--- src/rtl/mult_rr_sched.sv ---
// ============================================================================
// mult_rr_sched
// ----------------------------------------------------------------------------
// Purpose
//   Shares one combinational 4x4 -> 8 unsigned multiplier (combo_mult) between
//   NUM_REQ requesters. A round-robin arbiter picks one request at a time. The
//   operands are registered on acceptance and the product is registered one
//   cycle later, so the multiplier always sits between two flops.
//   The sequence is IDLE -> MUL -> RESP -> IDLE, which gives a minimum issue
//   interval of three cycles.
//
// Parameters
//   NUM_REQ   number of requesters (2..8)
//   CNT_W     width of the completed-operation counter
//
// Ports
//   clk         in   1            rising-edge clock
//   rst         in   1            synchronous active-high reset
//   req_valid   in   NUM_REQ      requester i has operands pending
//   req_a       in   4*NUM_REQ    operand A of requester i at [4i+:4]
//   req_b       in   4*NUM_REQ    operand B of requester i at [4i+:4]
//   req_ready   out  NUM_REQ      one-hot grant; valid only in IDLE
//   resp_valid  out  1            result available
//   resp_id     out  ID_W         requester that owns the result
//   resp_data   out  8            product a*b
//   resp_ready  in   1            consumer accepts the result
//   busy        out  1            FSM is not in IDLE
//   op_count    out  CNT_W        completed responses, wraps silently
// ============================================================================

// ----------------------------------------------------------------------------
// combo_mult: purely combinational unsigned 4x4 multiplier.
//   i_a, i_b  in   4   operands
//   o_p       out  8   product (15*15 = 225 fits, so no overflow)
// ----------------------------------------------------------------------------
module combo_mult (
    input  logic [3:0] i_a,
    input  logic [3:0] i_b,
    output logic [7:0] o_p
);
    assign o_p = {4'b0000, i_a} * {4'b0000, i_b};
endmodule

module mult_rr_sched #(
    parameter int NUM_REQ = 4,
    parameter int CNT_W   = 16,
    localparam int ID_W   = (NUM_REQ > 1) ? $clog2(NUM_REQ) : 1
) (
    input  logic                 clk,
    input  logic                 rst,
    input  logic [NUM_REQ-1:0]   req_valid,
    input  logic [4*NUM_REQ-1:0] req_a,
    input  logic [4*NUM_REQ-1:0] req_b,
    output logic [NUM_REQ-1:0]   req_ready,
    output logic                 resp_valid,
    output logic [ID_W-1:0]      resp_id,
    output logic [7:0]           resp_data,
    input  logic                 resp_ready,
    output logic                 busy,
    output logic [CNT_W-1:0]     op_count
);

    typedef enum logic [1:0] {
        S_IDLE = 2'd0,
        S_MUL  = 2'd1,
        S_RESP = 2'd2
    } state_t;

    // ------------------------------------------------------------------------
    // State and datapath registers
    // ------------------------------------------------------------------------
    state_t             r_state;
    logic [3:0]         r_a;
    logic [3:0]         r_b;
    logic [ID_W-1:0]    r_id;
    logic [7:0]         r_prod;
    logic [ID_W-1:0]    r_last_grant;
    logic               r_resp_valid;
    logic               r_busy;
    logic [CNT_W-1:0]   r_op_count;

    // ------------------------------------------------------------------------
    // Round-robin candidate ordering.
    // Candidate gi is requester (last_grant + 1 + gi) mod NUM_REQ, so
    // candidate 0 is the highest-priority slot for this arbitration round.
    // The sum needs one extra bit: its maximum is 2*NUM_REQ-1.
    // ------------------------------------------------------------------------
    logic [ID_W:0]      w_sum       [NUM_REQ];
    logic [ID_W-1:0]    w_cand      [NUM_REQ];
    logic [NUM_REQ-1:0] w_cand_valid;

    generate
        for (genvar gi = 0; gi < NUM_REQ; gi++) begin : g_cand
            assign w_sum[gi]  = {1'b0, r_last_grant} + (ID_W+1)'(gi + 1);
            assign w_cand[gi] = (w_sum[gi] >= (ID_W+1)'(NUM_REQ))
                              ? ID_W'(w_sum[gi] - (ID_W+1)'(NUM_REQ))
                              : w_sum[gi][ID_W-1:0];
            assign w_cand_valid[gi] = req_valid[w_cand[gi]];
        end
    endgenerate

    // First asserted candidate wins; scanning downward lets the lowest
    // candidate index overwrite the others.
    logic            w_any;
    logic [ID_W-1:0] w_winner;

    always_comb begin
        w_any    = 1'b0;
        w_winner = '0;
        for (int k = NUM_REQ - 1; k >= 0; k--) begin
            if (w_cand_valid[k]) begin
                w_any    = 1'b1;
                w_winner = w_cand[k];
            end
        end
    end

    // Grant is offered only in IDLE. Because the winner is by construction a
    // valid requester, offering a grant is the same as accepting it.
    logic w_accept;
    assign w_accept  = (r_state == S_IDLE) && w_any;
    assign req_ready = w_accept ? (NUM_REQ'(1) << w_winner) : '0;

    // Operand selection for the winning requester.
    logic [3:0] w_sel_a;
    logic [3:0] w_sel_b;
    assign w_sel_a = req_a[w_winner*4 +: 4];
    assign w_sel_b = req_b[w_winner*4 +: 4];

    // ------------------------------------------------------------------------
    // Shared multiplier: fed from registered operands, captured into r_prod.
    // ------------------------------------------------------------------------
    logic [7:0] w_prod;

    combo_mult u_mult (
        .i_a (r_a),
        .i_b (r_b),
        .o_p (w_prod)
    );

    // ------------------------------------------------------------------------
    // Control FSM with registered outputs (resp_valid, busy).
    // A reset at any point drops the in-flight operation: the state returns to
    // IDLE and the counter is cleared, so no response is ever produced for it.
    // ------------------------------------------------------------------------
    always_ff @(posedge clk) begin
        if (rst) begin
            r_state      <= S_IDLE;
            r_a          <= '0;
            r_b          <= '0;
            r_id         <= '0;
            r_prod       <= '0;
            r_last_grant <= ID_W'(NUM_REQ - 1);
            r_resp_valid <= 1'b0;
            r_busy       <= 1'b0;
            r_op_count   <= '0;
        end else begin
            case (r_state)
                S_IDLE: begin
                    if (w_accept) begin
                        r_a          <= w_sel_a;
                        r_b          <= w_sel_b;
                        r_id         <= w_winner;
                        r_last_grant <= w_winner;
                        r_busy       <= 1'b1;
                        r_state      <= S_MUL;
                    end
                end
                S_MUL: begin
                    r_prod       <= w_prod;
                    r_resp_valid <= 1'b1;
                    r_state      <= S_RESP;
                end
                S_RESP: begin
                    // Outputs hold while the consumer stalls; nothing else
                    // is accepted until the response retires.
                    if (resp_ready) begin
                        r_op_count   <= r_op_count + CNT_W'(1);
                        r_resp_valid <= 1'b0;
                        r_busy       <= 1'b0;
                        r_state      <= S_IDLE;
                    end
                end
                default: begin
                    r_resp_valid <= 1'b0;
                    r_busy       <= 1'b0;
                    r_state      <= S_IDLE;
                end
            endcase
        end
    end

    assign resp_valid = r_resp_valid;
    assign resp_id    = r_id;
    assign resp_data  = r_prod;
    assign busy       = r_busy;
    assign op_count   = r_op_count;

endmodule

--- config.mk ---
export PLATFORM = sky130hd
export DESIGN_NAME = mult_rr_sched
export DESIGN_NICKNAME = d
export VERILOG_FILES = /design/src/rtl/mult_rr_sched.sv
export SDC_FILE = /design/constraint.sdc
export NUM_CORES = 1
export LEC_CHECK = 0
export ABC_AREA = 1
export CELL_PAD_IN_SITES_DETAIL_PLACEMENT = 2
export CELL_PAD_IN_SITES_GLOBAL_PLACEMENT = 2
export CORE_MARGIN = 1
export CORE_UTILIZATION = 25
export DETAILED_ROUTE_END_ITERATION = 7
export GPL_ROUTABILITY_DRIVEN = 0
export PLACE_DENSITY = 0.73
export REMOVE_ABC_BUFFERS = 1
export SLEW_MARGIN = 20
export SYNTH_ARGS = -nofsm -noshare
export SYNTH_HDL_FRONTEND = slang
export SYNTH_SLANG_ARGS = --single-unit
--- constraint.sdc ---
create_clock -name clk -period 3.54 [get_ports clk]
set_input_delay 0.354 -clock clk [delete_from_list [all_inputs] [get_ports clk]]
set_output_delay 0.354 -clock clk [all_outputs]
set_load 0.01 [all_outputs]
# Word level (Yosys, flattened, before mapping)
# Cells that the tools add are included.
[word_totals]
register_bits = 40
inputBits = 39
out_inout_bits = 32
elab_cells = 71
[classes]
n_addsub = 9
mul = 1
order_cmp = 8
eq_ne = 4
n_shift = 3
muxes = 28
bitwise = 2
n_reduce_logical = 7
[op_table]
columns = ["op", "count"]
rows = [
  ["variable part select 16 x 5 -> 4 bit", 2],
  ["two-way mux 2 bit", 10],
  ["adder 16 x 1 -> 16 bit (second input constant)", 1],
  ["greater-or-equal comparator 3 bit (second input constant)", 4],
  ["< comparator 2 x 3 -> 1 bit (second input constant)", 4],
  ["two-way mux 1 bit", 10],
  ["binary-select mux 1 bit (select 2 bit)", 4],
  ["multiplier 4 x 4 -> 8 bit", 1],
  ["AND reduction 2 bit", 4],
  ["subtractor 2 x 1 -> 2 bit (second input constant)", 4],
  ["adder 2 x 2 -> 3 bit (second input constant)", 2],
  ["case mux 1 bit (3 select lines)", 2],
  ["case mux 2 bit (3 select lines)", 1],
  ["two-way mux 4 bit", 1],
  ["!= test 2 bit (second input constant)", 2],
  ["<< shifter 1 x 2 -> 4 bit (first input constant)", 1],
  ["adder 2 x 1 -> 3 bit (second input constant)", 1],
  ["adder 2 x 3 -> 3 bit (second input constant)", 1],
  ["AND reduction 3 bit", 1],
  ["== test 2 x 1 -> 1 bit (second input constant)", 1],
  ["== test 2 bit (second input constant)", 1],
  ["logical NOT 2 bit", 1],
  ["NOT 1 bit", 2],
  ["logical AND 1 bit", 1],
]

# Longest topological paths before layout
# Gate-level depths: netlist of run 1.
[depth]
depth_word = 12
ltp_mapped = 16
mapped_depth_nobuf = 15

# By module
# From an unflattened synthesis of run 1, not the netlist that was laid out.
[hier_totals]
cells_unflattened = 393
area_unflattened_um2 = 2573.7
[by_module_without_submodules]
columns = ["mod", "n_inst", "cells_each", "area_per_inst_um2"]
rows = [
  ["mult_rr_sched", 1, 323, 2105.8],
  ["combo_mult", 1, 70, 467.9],
]

# Least setup slack after synthesis of run 1
# OpenSTA, ideal clock, no wires.
[synth_timing]
path_kind = "register to register"
from = "register r_a[0]"
to = "register r_prod[7], in the netlist resp_data[7]"
setup_ns = 0.115
arrival_ns = 2.543
required_time_ns = 3.425
path_slack_ns = 0.881
stages_incl_launch_ff = 13
path_buffers = 0
cell_sequence = "dfxtp_1 -> nand2_1 -> fa_1 -> inv_1 -> fa_1 -> ha_1 -> nand3_1 -> nand3_1 -> a21o_1 -> a21oi_1 -> xnor2_1 -> o21ai_0 -> inv_1"
[synth_via]
elab_chain_len = 1
[synth_rtl]
columns = ["element", "line_no", "source"]
rows = [
  ["start: declaration", "73", "logic [3:0] r_a;"],
  ["start signal: assignment", "161", "r_a <= w_sel_a;"],
  ["multiplier 4 x 4 -> 8 bit", "41", "assign o_p = {4'b0000, i_a} * {4'b0000, i_b};"],
  ["end signal: assignment", "170", "r_prod <= w_prod;"],
  ["end: declaration", "76", "logic [7:0] r_prod;"],
]
# No other way between the ends.
# A chain may end at the register's enable or synchronous reset.

# Worst setup path in the final report of run 1
[layout_timing]
from = "register r_last_grant[0]"
to = "output req_ready[0]"
[layout_via]
elab_chain_len = 11
elab_cells_between_ends = 35
cone_classes = "8 x add/sub; 4 x order compare; 1 x shift; 21 x mux; 1 x reduce/logical"
[layout_rtl]
columns = ["element", "line_no", "source"]
rows = [
  ["start: declaration", "77", "logic [ID_W-1:0] r_last_grant;"],
  ["start signal: assignment", "153", "r_last_grant <= ID_W'(NUM_REQ - 1);"],
  ["start signal: assignment", "164", "r_last_grant <= w_winner;"],
  ["adder 2 x 3 -> 3 bit", "94", "assign w_sum[gi] = {1'b0, r_last_grant} + (ID_W+1)'(gi + 1);"],
  ["greater-or-equal comparator 3 bit / subtractor 2 x 1 -> 2 bit (equally long branches)", "95, 96", ""],
  ["two-way mux 2 bit", "96", "? ID_W'(w_sum[gi] - (ID_W+1)'(NUM_REQ))"],
  ["binary-select mux 1 bit (select 2 bit)", "98", "assign w_cand_valid[gi] = req_valid[w_cand[gi]];"],
  ["two-way mux 1 bit (implied by the code)", "98", ""],
  ["two-way mux 2 bit / two-way mux 1 bit (equally long branches) (4 in series)", "111", "if (w_cand_valid[k]) begin"],
  ["<< shifter 1 x 2 -> 4 bit / logical AND 1 bit (equally long branches)", "122, 121", ""],
  ["two-way mux 4 bit (*)", "122", "assign req_ready = w_accept ? (NUM_REQ'(1) << w_winner) : '0;"],
  ["end: declaration", "54", "output logic [NUM_REQ-1:0] req_ready,"],
]
# Mark *: on every way between the ends. The rest lies on a longest branch, timed or not. The select of a mux whose other input is x is not followed.

==> results of run 1 <==
-- cells by family after synthesis --
group,count (synthesis)
and+or+nand+nor,206
DFF,40
adders and majority gates,17
buffers and inverters,75
AOI/OAI and AO/OA,48
xor gates and xnor gates,5
-- layout make-up --
| class | instances | area [µm²] | share of cell area [%] |
|---|---|---|---|
| clock buffers | 6 | 82.6 | 2.28 |
| well taps | 136 | 170 | 4.70 |
| clock inverters | 2 | 38.8 | 1.07 |
| inverters | 67 | 259 | 7.16 |
| flip-flops and latches | 40 | 801 | 22.1 |
| multi-input cells | 276 | 1540 | 42.6 |
| repair buffers | 73 | 723 | 20.0 |
-- cells in the mapped netlist (all sizes together), types with 2 or more instances --
cell | n | area [µm²]
a211oi | 2 | 15.0
a21oi | 20 | 100
buf | 3 | 42.5
clkbuf | 5 | 18.8
dfxtp | 40 | 801
fa | 4 | 80.1
ha | 13 | 163
inv | 67 | 259
nand2 | 127 | 541
nand3 | 29 | 183
nand3b | 6 | 45.0
nor2 | 40 | 183
nor3 | 2 | 20.0
o211ai | 2 | 15.0
o21a | 4 | 30.0
o21ai | 17 | 85.1
xnor2 | 2 | 17.5
xor2 | 3 | 26.3
-- flip-flops by register name, summed over array words and instances (netlist names) --
name          flops
resp_data         8
r_last_grant      2
r_a               4
resp_id           2
resp_valid        1
op_count         16
r_state           2
r_b               4
busy              1
-- worst register-to-register path, cell delays in order, from the launching register on --
cell     delay (ps)
dfxtp_1         440
nand2_1         110
fa_1            520
inv_1            60
fa_1            520
ha_1            310
nand3_1          80
nand3_1         100
a21o_1          170
a21oi_1         150
xnor2_1          70
o21ai_0         140
inv_1            50
-- worst max-delay path by stage --
stage / from / end / slack, ps
global placement: req_valid[3] / req_ready[3] / 700
finish: r_last_grant[0]$_SDFFE_PP1P_ / req_ready[0] / 520
global route: r_last_grant[0]$_SDFFE_PP1P_ / req_ready[0] / 240
floorplan: r_a[0]$_SDFFE_PP0P_ / resp_data[7]$_SDFFE_PP0P_ / 880
CTS: r_last_grant[0]$_SDFFE_PP1P_ / req_ready[0] / 450
detailed placement: req_valid[3] / req_ready[0] / 590
-- power groups by stage --
stage / logic (W) / registers, W / clock network (W)
after detailed placement: 0.00141 / 0.000654 / 0
after floorplan: 0.000918 / 0.000644 / 0
after global routing: 0.00158 / 0.000657 / 0.000439
final: 0.00139 / 0.000640 / 0.000410
after CTS: 0.00143 / 0.000644 / 0.000428
after global placement: 0.00137 / 0.000649 / 0
-- through the flow --
step / util (%) / total power (W) / cells
floorplan: - / 0.00156 / 383
global placement: 33.9 / 0.00201 / 592
detailed placement: 33.9 / 0.00207 / 592
CTS: 35.0 / 0.00250 / 600
global route: 35.0 / 0.00268 / 600
finish: 35.0 / 0.00244 / 600
-- routing by layer --
metal	routed length, µm	global-route usage [%]
met3	187	1.98
met4	77	4.23
met2	4040	28.2
met5	0	0
met1	3750	19.1
==> out/metrics.yaml, run 1 <==
clock_network:
  clk_latency_ps: 300
  hold_buffers: 0
  numCtsBuffers: 5
  post_cts_buffers: 0
  cts_tree: "done"
  cts_buffer_depth: 2
  cts.sinks: 40
  htree_levels: 2
  cts.repair.resized: 0
  cts-root-buf: "clkbuf_8"
  clk_pin_slew_ps: 90
layout:
  areaGrowthSynthToFinish_pct: 35.8
  final_common_cell: "nand2_1"
  fill_cells: 1258
  layout.nets: 519
  final_layout_size_suffix_gt1_share_pct: 11.4
  most-common-layout-cells: "111 x nand2_1, 70 x clkdlybuf4s50_1, 60 x inv_1"
  fin_area_um2: 3620
  diodes: 0
drt:
  avgRoutedWirePerCell_um: 13.4
  first_pass_iters: 4
  drc: 0
  ant_nets: 0
  routed_via_density: 4.46
  drt-initial-drc-count: 72
  vias: 2674
  wirelength_um: 8050
grt:
  grt_pass1_vias: 2898
  overflow: 0
  antenna_found_initial: 0
  track_usage_pct: 15.5
  grt_pass1_wl_um: 13900
  grt_max_degree: 20
worst_hold_path:
  worstHoldEndpoint: "resp_data[0]$_SDFFE_PP0P_"
  worstHoldPathCells: 2
  hp-start: "resp_data[0]$_SDFFE_PP0P_"
  min_path_type: "flop to flop"
timing:
  fmax_ghz: 0.331
  tightest_slew_ps: 771
  period_share_pct: 85.2
  tns_ps: 0
  period_minus_slack_ps: 3020
  grt_setup_unrepaired: "no"
  slew_violations: 0
  timing.hold.ws_ps: 477
  hold_viol: 0
  worst_clock_skew_ps: 13.8
  slew_headroom_pct: 48.4
  finalWorstSetupSlack_ps: 522
  setup_viol: 0
worst_setup_path:
  required_ps: 3190
  path_delay_family: "buffers and inverters"
  arrival_ps: 2660
  cp_slowest_stage_delay_ps: 580
  worstSetupPathType: "flop to output port"
  path_max_fanout: 8
  rr_worst_depth: 12
  crit_path_top_delay_cell: "dfxtp_1"
  critPathCaptureType: "output port"
  startpoint_type: "flop"
  path_depth: 13
  r2r_start: "r_a[1]$_SDFFE_PP0P_"
  rrSetupSlack_ps: 690
  reg2reg_to: "resp_data[7]$_SDFFE_PP0P_"
  path_cells: "inv_8 > nand2_2 > nand2_1 > and2_4 > nand3_2 > nor2_2 > nor2_2 > buf_4 > inv_2 > nor2_4 > inv_2 > nor2_1 > clkdlybuf4s50_1"
  critPathBufInv: 5
power:
  p_int_w: 0.00130
  powerDensity_nw_per_um2: 675
  p_leak_nw: 1.79
  p_sw_w: 0.00114
  sw_frac_of_total_pct: 46.8
  p_clk_share_pct: 16.8
  pwr-share-comb_pct: 57.0
  ir_drop_mv: 0.426
  seq_power_share_pct: 26.2
floorplan:
  core-area_um2: 10300
  core.rowCount: 37
  io_pins: 71
  initial_core_util_pct: 25.8
  die-area_um2: 11100
  die_w_um: 105
  die_h_um: 105
synth:
  avgSynthCellArea_um2: 6.81
  synthArstFlopShare_pct: 0
  synth_area_um2: 2660
  synth_mux_area_share_pct: 0
  synth_top_family_by_area: "simple AND/OR/NAND/NOR gates"
  yosys_warnings: 0
  synth_edf_count: 0
  synthAdderAreaFrac_pct: 9.11
  synth_top_flop_cell: "dfxtp_1"
  synthCells: 391
  synth-simple-area-share_pct: 37.0
  synth-compound-area-share_pct: 10.1
  yosysUniqueCellTypes: 34
  synth-xor-area-share_pct: 1.64
  ys_seq_area_share_pct: 30.1
  synth_seq_cells: 40
placement:
  dpl_worst_slack_ps: 586
  port_buffers: 70
  dp_hpwl_um: 6540
  placed_area_um2: 3500
run:
  max_cap_violations: 0
outcome:
  outcome: "finished clean"
Power figures use the tool's default switching activity.
==> run 2: changes to the inputs <==
--- a/config.mk
+++ b/config.mk
@@ -9,10 +9,10 @@
 export CELL_PAD_IN_SITES_DETAIL_PLACEMENT = 2
 export CELL_PAD_IN_SITES_GLOBAL_PLACEMENT = 2
 export CORE_MARGIN = 1
-export CORE_UTILIZATION = 25
+export CORE_UTILIZATION = 23
 export DETAILED_ROUTE_END_ITERATION = 7
 export GPL_ROUTABILITY_DRIVEN = 0
-export PLACE_DENSITY = 0.73
+export PLACE_DENSITY = 0.71
 export REMOVE_ABC_BUFFERS = 1
 export SLEW_MARGIN = 20
 export SYNTH_ARGS = -nofsm -noshare
==> constraint.sdc (replaced) <==
create_clock -name clk -period 2.7 [get_ports clk]
set_input_delay 0.27 -clock clk [delete_from_list [all_inputs] [get_ports clk]]
set_output_delay 0.27 -clock clk [all_outputs]
set_load 0.01 [all_outputs]
==> run 2 against run 1 <==
Combinational power grew 50%; register-to-register slack lost 620 ps; sequential share of layout area shrank 1.3 points; critical path type is now flop to flop; highest routed layer unchanged.
==> out/metrics.yaml, run 2 (same netlist as run 1, synthesis figures left out) <==
timing:
  tightest_slew_ps: 397  # -375 ps
  hold_viol: 0  # unchanged
  slew_violations: 0  # unchanged
  slew_headroom_pct: 73.5  # +25 points
  period_minus_slack_ps: 2630
  worst_clock_skew_ps: 3.69  # -10.1 ps
  grt_setup_unrepaired: "yes"
  setup_viol: 0  # unchanged
  tns_ps: 0  # unchanged
  period_share_pct: 97.5
  fmax_ghz: 0.380
grt:
  grt_max_degree: 16  # -20%
  grt_pass1_wl_um: 14100  # +1.6%
  overflow: 0  # unchanged
  antenna_found_initial: 0  # unchanged
  grt_pass1_vias: 2910  # +0.41%
  track_usage_pct: 15.0  # -0.52 points
floorplan:
  die_h_um: 110  # +4.2%
  core.rowCount: 38  # +2.7%
  core-area_um2: 11100  # +7.3%
  initial_core_util_pct: 24.0  # -1.8 points
  io_pins: 71  # unchanged
  die_w_um: 110  # +4.2%
  die-area_um2: 12000  # +8.5%
clock_network:
  cts_tree: "done"
  numCtsBuffers: 5  # unchanged
  cts_buffer_depth: 2  # unchanged
  cts.sinks: 40  # unchanged
  clk_pin_slew_ps: 60  # -30 ps
  cts-root-buf: "clkbuf_16"
  clk_latency_ps: 290  # about the same
  htree_levels: 2  # unchanged
worst_setup_path:
  r2r_start: "r_b[3]$_SDFFE_PP0P_"
  arrival_ps: 2820  # +160 ps
  critPathBufInv: 3  # -2
  path_max_fanout: 4  # -4
  crit_path_top_delay_cell: "fa_1"
  rrSetupSlack_ps: 70  # -620 ps
  startpoint_type: "flop"
  cp_slowest_stage_delay_ps: 470  # -110 ps
  reg2reg_to: "resp_data[7]$_SDFFE_PP0P_"
  worstSetupPathType: "flop to flop"
  required_ps: 2880  # -310 ps
  path_delay_family: "adder cells"
  rr_worst_depth: 13  # +1
  critPathCaptureType: "flop"
  path_cells: "buf_4 > nand2_1 > inv_1 > fa_1 > ha_1 > ha_1 > nand2_1 > nand3_2 > a21o_1 > a21oi_2 > xnor2_1 > o21ai_1 > inv_1"
  path_depth: 13  # unchanged
worst_hold_path:
  worstHoldPathCells: 2  # unchanged
  min_path_type: "flop to flop"
  worstHoldEndpoint: "op_count[15]$_SDFFE_PP0P_"
  hp-start: "op_count[15]$_SDFFE_PP0P_"
layout:
  fin_util_pct: 35.1  # +0.065 points
  fin_area_um2: 3890  # +7.5%
  diodes: 0  # unchanged
  largest_reg_flops: 16  # unchanged
  areaGrowthSynthToFinish_pct: 46.0
  most-common-layout-cells: "107 x nand2_1, 68 x clkdlybuf4s50_1, 59 x inv_1"
  final_layout_size_suffix_gt1_share_pct: 18.5  # +7.1 points
  stdcell_count: 621  # +3.5%
  layout.nets: 536  # +3.3%
  final_common_cell: "nand2_1"
placement:
  dp_cells: 610  # +3.0%
  placed_area_um2: 3610  # +3.1%
  port_buffers: 70  # unchanged
  dp_hpwl_um: 6860  # +4.9%
run:
  max_cap_violations: 0  # unchanged
power:
  p_leak_nw: 1.93  # +8.1%
  ir_drop_mv: 0.333  # -22%
  powerDensity_nw_per_um2: 935  # +39%
  power_w: 0.00364  # +49%
drt:
  drc: 0  # unchanged
  routed_via_density: 4.47  # +0.20%
  first_pass_iters: 4  # unchanged
  avgRoutedWirePerCell_um: 13.7  # +1.9%
  drt-initial-drc-count: 52  # -28%
  wirelength_um: 8490  # +5.5%
  vias: 2773  # +3.7%
  ant_nets: 0  # unchanged
outcome:
  outcome: "finished clean"
[run 2: cell types whose count changed in the layout (fill, tap and decap cells not counted), sizes merged]
| cell | previous run | this run |
|---|---|---|
| dlymetal6s2s | 0 | 2 |
| clkdlybuf4s50 | 70 | 68 |
| buf | 3 | 20 |
[run 2: cell type report]
class                           instances  area, µm²
Fill cell                            1325       7190
Multi-Input combinational cell        276       1610
Timing Repair Buffer                   90        856
Sequential cell                        40        811
Inverter                               67        259
Tap cell                              140        175
Clock buffer                            6        139
Clock inverter                          2       38.8
[run 2: metal layers]
layer,global-route usage [%],vias up,wire [µm]
met5,0,-,0
li1,-,1393,-
met1,19.3,1328,3940
met4,4.00,0,104
met3,1.66,6,178
met2,26.5,46,4270
[run 2: worst max path at each step]
stage	from	to	slack, ps
final	r_b[3]$_SDFFE_PP0P_	resp_data[7]$_SDFFE_PP0P_	70
after global routing	r_b[1]$_SDFFE_PP0P_	resp_data[6]$_SDFFE_PP0P_	-30
after CTS	r_b[3]$_SDFFE_PP0P_	resp_data[7]$_SDFFE_PP0P_	-0.2
after detailed placement	r_b[3]$_SDFFE_PP0P_	resp_data[7]$_SDFFE_PP0P_	-70
after global placement	r_a[0]$_SDFFE_PP0P_	resp_data[7]$_SDFFE_PP0P_	30
after floorplan	r_a[0]$_SDFFE_PP0P_	resp_data[7]$_SDFFE_PP0P_	40
[run 2: worst register-to-register path, delay by kind of cell (launching register included)]
kind                     cells  cell delay [ps]
AND/OR/NAND/NOR              3              270
adder cells (fa/ha/maj)      3             1180
AO/OA/AOI/OAI                3              430
XOR/XNOR                     1               80
flip-flops                   1              330
buffers and inverters        3              240
[run 2: power by group]
part           switching, W  leakage (nW)  internal, W
clock              0.000263        0.0871     0.000464
combinational       0.00123          1.52     0.000859
sequential         0.000102         0.329     0.000723
[run 2: timing repair]
item | in CTS | in global routing
hold buffers | 0 | 0
buffers inserted | 0 | 3
pin swaps | 1 | 7
endpoints found under the setup margin | 6 | 7
resized for setup | 7 | 19
gates cloned | 0 | 0
[run 2: stage by stage]
| step | worst slack [ps] | hold WS, ps |
|---|---|---|
| global placement | 25.9 | 455 |
| floorplan | 41.0 | 339 |
| finish | 66.4 | 471 |
| detailed placement | -71.2 | 470 |
| global route | -31.4 | 501 |
| CTS | -0.188 | 476 |
==> run 3: changes to the inputs <==
--- a/config.mk
+++ b/config.mk
@@ -9,10 +9,10 @@
 export CELL_PAD_IN_SITES_DETAIL_PLACEMENT = 2
 export CELL_PAD_IN_SITES_GLOBAL_PLACEMENT = 2
 export CORE_MARGIN = 1
-export CORE_UTILIZATION = 23
+export CORE_UTILIZATION = 25
 export DETAILED_ROUTE_END_ITERATION = 7
 export GPL_ROUTABILITY_DRIVEN = 0
-export PLACE_DENSITY = 0.71
+export PLACE_DENSITY = 0.73
 export REMOVE_ABC_BUFFERS = 1
 export SLEW_MARGIN = 20
 export SYNTH_ARGS = -nofsm -noshare
==> constraint.sdc (replaced) <==
create_clock -name clk -period 2.8 [get_ports clk]
set_input_delay 0.28 -clock clk [delete_from_list [all_inputs] [get_ports clk]]
set_output_delay 0.28 -clock clk [all_outputs]
set_load 0.01 [all_outputs]
==> run 3 against run 2 <==
First-iteration DRC count is 33% lower; register-to-register slack improved by 30 ps; clock skew rose by 4.3 ps; die area fell by 7.9%; maximum frequency down 2.7%; worst setup slack improved by 28 ps; non-clock buffer count shrank 4; core utilization rose by 0.93 points; design area decreased by 4.3%; sequential power shrank 4.5%; routed wire length fell by 1.5%; largest cell class unchanged.
==> out/metrics.yaml, run 3 (same netlist as run 1, synthesis figures left out) <==
outcome:
  outcome: "finished clean"
drt:
  drc: 0  # unchanged
  first_pass_iters: 4  # unchanged
  vias: 2704  # -2.5%
  routed_via_density: 4.41  # -1.2%
  ant_nets: 0  # unchanged
  wirelength_um: 8360  # -1.5%
  drt-initial-drc-count: 35  # -33%
  avgRoutedWirePerCell_um: 13.6  # -0.23%
clock_network:
  clk_pin_slew_ps: 90  # +30 ps
  cts_buffer_depth: 2  # unchanged
  cts_tree: "done"
  htree_levels: 2  # unchanged
  post_cts_buffers: 0  # unchanged
  hold_buffers: 0  # unchanged
  clk_latency_ps: 300  # about the same
  numCtsBuffers: 5  # unchanged
  cts.sinks: 40  # unchanged
  cts-root-buf: "clkbuf_8"
worst_hold_path:
  hp-start: "resp_data[0]$_SDFFE_PP0P_"
  min_path_type: "flop to flop"
worst_setup_path:
  required_ps: 3000  # +120 ps
  critPathCaptureType: "flop"
  r2r_start: "r_b[3]$_SDFFE_PP0P_"
  rrSetupSlack_ps: 90  # +30 ps
  startpoint_type: "flop"
  crit_start: "r_b[3]$_SDFFE_PP0P_"
  arrival_ps: 2900  # +80 ps
  path_max_fanout: 2  # -2
  worstSetupPathType: "flop to flop"
timing:
  fmax_ghz: 0.370  # -2.7%
  slew_violations: 0  # unchanged
  worst_clock_skew_ps: 8.03  # +4.34 ps
  slew_headroom_pct: 63.5  # -10 points
  period_share_pct: 96.6  # -0.91 points
  tightest_slew_ps: 546  # +150 ps
  finalWorstSetupSlack_ps: 94.3  # +27.8 ps
  setup_viol: 0  # unchanged
  hold_viol: 0  # unchanged
  grt_setup_unrepaired: "yes"
  period_minus_slack_ps: 2710  # +72.2 ps
layout:
  final_layout_size_suffix_gt1_share_pct: 14.9  # -3.6 points
  layout.nets: 532  # -0.75%
  areaGrowthSynthToFinish_pct: 39.6
  final_common_cell: "nand2_1"
  most-common-layout-cells: "111 x nand2_1, 70 x clkdlybuf4s50_1, 60 x inv_1"
  diodes: 0  # unchanged
  largest_reg_flops: 16  # unchanged
  stdcell_count: 613  # -1.3%
run:
  max_cap_violations: 0  # unchanged
power:
  powerDensity_nw_per_um2: 864  # -7.6%
  ir_drop_mv: 0.384  # +15%
  p_leak_nw: 1.85  # -4.1%
placement:
  dpl_worst_slack_ps: 0.287  # +71.5 ps
  dp_hpwl_um: 6800  # -0.91%
  port_buffers: 70  # unchanged
  dp_cells: 605  # -0.82%
grt:
  track_usage_pct: 15.7  # +0.73 points
  antenna_found_initial: 0  # unchanged
  grt_pass1_vias: 2897  # -0.45%
  grt_pass1_wl_um: 14000  # -1.2%
  overflow: 0  # unchanged
  grt_max_degree: 16  # unchanged
floorplan:
  die_w_um: 105  # -4.0%
  die-area_um2: 11100  # -7.9%
  initial_core_util_pct: 25.8  # +1.8 points
  die_h_um: 105  # -4.0%
  core.rowCount: 37  # -2.6%
  core-area_um2: 10300  # -6.8%
  io_pins: 71  # unchanged
[run 3: power breakdown]
| group | internal, W | switching [W] |
|---|---|---|
| registers | 0.000690 | 0.0000984 |
| clock network | 0.000264 | 0.000232 |
| logic | 0.000778 | 0.00115 |
[run 3: final timing paths]
check                                    to  depth (start not counted)
hold / removal    resp_data[0]$_SDFFE_PP0P_                          2
setup / recovery  resp_data[7]$_SDFFE_PP0P_                         12
hold reg to reg   resp_data[0]$_SDFFE_PP0P_                          2
setup reg to reg  resp_data[7]$_SDFFE_PP0P_                         12
[run 3: per-layer routing]
metal | global-route usage [%] | share of wire (%)
met2 | 27.5 | 49
met1 | 20.5 | 48
met5 | 0 | 0
met3 | 2.10 | 2.1
met4 | 3.62 | 0.96
[run 3: timing repair]
action / in CTS / in global routing
setup endpoints to repair: 4 / 2
pin swaps: 1 / 0
gates resized for setup: 1 / 5
[run 3: layout make-up]
class,count,area [µm²]
fill,1240,6600
multi-input combinational,276,1560
timing repair buffer,86,821
sequential,40,803
inverter,67,259
tap,136,170
clock buffer,5,68.8
clock inverter,3,42.5
[run 3: critical path, stage by stage (launching register included)]
cell	delay (ps)
dfxtp_1	370
nand2_1	90
fa_1	540
inv_1	50
fa_1	490
ha_1	320
nand3_1	100
nand3_2	90
a21o_1	180
a21oi_2	130
xnor2_1	80
o21ai_1	130
inv_1	50
[run 3: per-stage QoR]
step	setup TNS (ps)	hold WS [ps]	area (µm²)	util, %	total power, W
6_report	0	482	3720	36.0	0.00321
5_1_grt	-99.6	515	3720	36.0	0.00352
4_1_cts	0	491	3710	35.9	0.00328
3_5_place_dp	0	478	3590	34.8	0.00276
3_3_place_gp	0	455	3590	34.8	0.00270
2_1_floorplan	0	349	2600	-	0.00198
==> patch, RTL diff (config.mk and constraints of run 3) <==
Register the output `op_count` once more; this adds one clock of latency there. The other outputs are not delayed to match.
--- a/src/rtl/mult_rr_sched.sv
+++ b/src/rtl/mult_rr_sched.sv
@@ -194,7 +194,9 @@
     assign resp_id    = r_id;
     assign resp_data  = r_prod;
     assign busy       = r_busy;
-    assign op_count   = r_op_count;
+    always_ff @(posedge clk) begin
+        op_count <= r_op_count;
+    end
 
 endmodule
 
Check against the original RTL: not equivalent (Yosys sat finds a counterexample within 4 cycles, from zero or initial values and one cycle with rst high).
==> patch against run 3 <==
  * The run now ends with design-rule violations left
  * Non-clock buffer count is 3 lower
  * Design area is 9.9% higher
  * Sequential cell count is 16 higher
  * Wire length is 2.7% higher
  * Sequential power is 29% higher
  * Core utilization is 0.70 points lower
  * Fmax is 1.3% higher
  * Synthesized cell count is 5.6% higher
  * Count of clock-buffer cells in the layout stayed put
  * Worst hold slack worse by 0.11 ns
  * Global-route usage is 1.1 points lower
  * Setup slack better by 0.034 ns
  * Area after synthesis is 12% higher
  * Power is 11% higher
==> patch: results (changes against run 3) <==
- WL met2: 4379 um (+6.4%)
- Clock-pin slew on the worst setup and hold paths: about 0.080 ns
- Max IR drop VDD: 0.0004292 V (+12%)
- Hold depth: 0 (-2)
- Met3 Use GR: 2.286% (+0.18 points)
- Placed cell area: 0.003914 mm^2 (+8.9%)
- Layout cells sized above 1: 14.08% (-0.80 points)
- P per Cell Area: 870.9 mW/mm^2 (+0.79%)
- Clock Buffer Count: 5 (unchanged)
- Clock Power Share: 17.9% (+2.5 points)
- Failing checks: design-rule violations
- Clock Tree Root: clkbuf_16
- Non-CTS buffers: 83 (-3.5%)
- Tapcell Cnt: 143 (+5.1%)
- Lkg Pwr: 1.974 nW (+6.5%)
- Non-clk buf share: 19.53% (-2.5 points)
- Number of global-route vias before repair: 3,179 (+9.7%)
- Metal-1 WL: 3899 um (-2.2%)
- Total GRT Usage: 14.62% (-1.1 points)
- Final min period: 2.672 ns (-0.03389 ns)
- Drt pass-1 iters: 8 (+4)
- Total Wirelength: 8589 um (+2.7%)
- Largest net degree at the start of global routing: 24 (+8)
- Setup WS pre-CTS: -0.06207 ns (-0.06236 ns)
- FF/Latch Area: 0.001129 mm^2 (+40%)
- Routed WL per cell: 13.42 um (-1.6%)
- WP data arrival: 2.86 ns (-0.04 ns)
- Post-synth top cells: 115 x nand2_1, 59 x inv_1, 56 x dfxtp_1
- Hold Startpoint: r_op_count[15]
- Fin Hold WS: 0.3732 ns (-0.1085 ns)
- Fraction of area in multi-input gates: 38.76% (-3.0 points)
- Met2 Use GR: 27.54% (+0.051 points)
- Net Sw Frac: 43.57% (-2.6 points)
- Worst setup endpoint: resp_data[6]
- Worst-path fanout max: 5 (+3)
- Initial drt markers: 87 (+150%)
- DRC: 7 (+7)
- Reg2reg path depth: 9 (-3)
- Final clock-cell share: 3.582% (+0.59 points)
- Slew at the pin closest to its max-slew limit: 0.7744 ns (+0.2280 ns)
- Hold path endpoint: op_count[15]
- Clock skew: 0.007833 ns (-0.0001947 ns)
- TritonCTS Sinks: 56 (+40%)
- Syn Inst Count: 413 (+5.6%)
- Multi-input gates: 286 (+3.6%)
- Post-CTS Resized: 2 (+1)
- Ranking of synthesized cells by area: dfxtp_1 37%, nand2_1 14%, inv_1 7.4%
- Outcome: complete, but fails checks
- Sequential power: 1.02 mW (+29%)
- First-pass GRT wire length: 14,830 um (+6.2%)
- Number of non-clock inverters in the layout: 64 (-4.5%)
- Post-synthesis sequential area ratio: 37.43% (+7.4 points)
- Post-DP HPWL: 7090 um (+4.3%)
-- patch: changes by cell type after synthesis, sizes merged, moves of 2 or more --
cell / before / now
dfxtp: 40 / 56
nor2: 40 / 51
nand2: 127 / 132
nand3b: 6 / 1
inv: 67 / 63
clkbuf: 5 / 3
nand3: 29 / 31
o21a: 4 / 2
o21ai: 17 / 15
-- patch: logic make-up after synthesis --
family | after synthesis | synth area share (%)
AO/OA/AOI/OAI | 43 | 8.605
XOR/XNOR | 5 | 1.462
adder cells (fa/ha/maj) | 17 | 8.104
buffers and inverters | 71 | 10.32
flip-flops | 56 | 37.43
AND/OR/NAND/NOR | 221 | 34.09
-- patch: worst max-delay path: stages, from the launching register on --
cell	delay, ns
dfxtp_4	0.37
nand2_1	0.08
fa_1	0.53
inv_1	0.06
fa_2	0.46
fa_1	0.48
a31oi_1	0.28
nor2_1	0.07
o221ai_1	0.17
inv_1	0.06
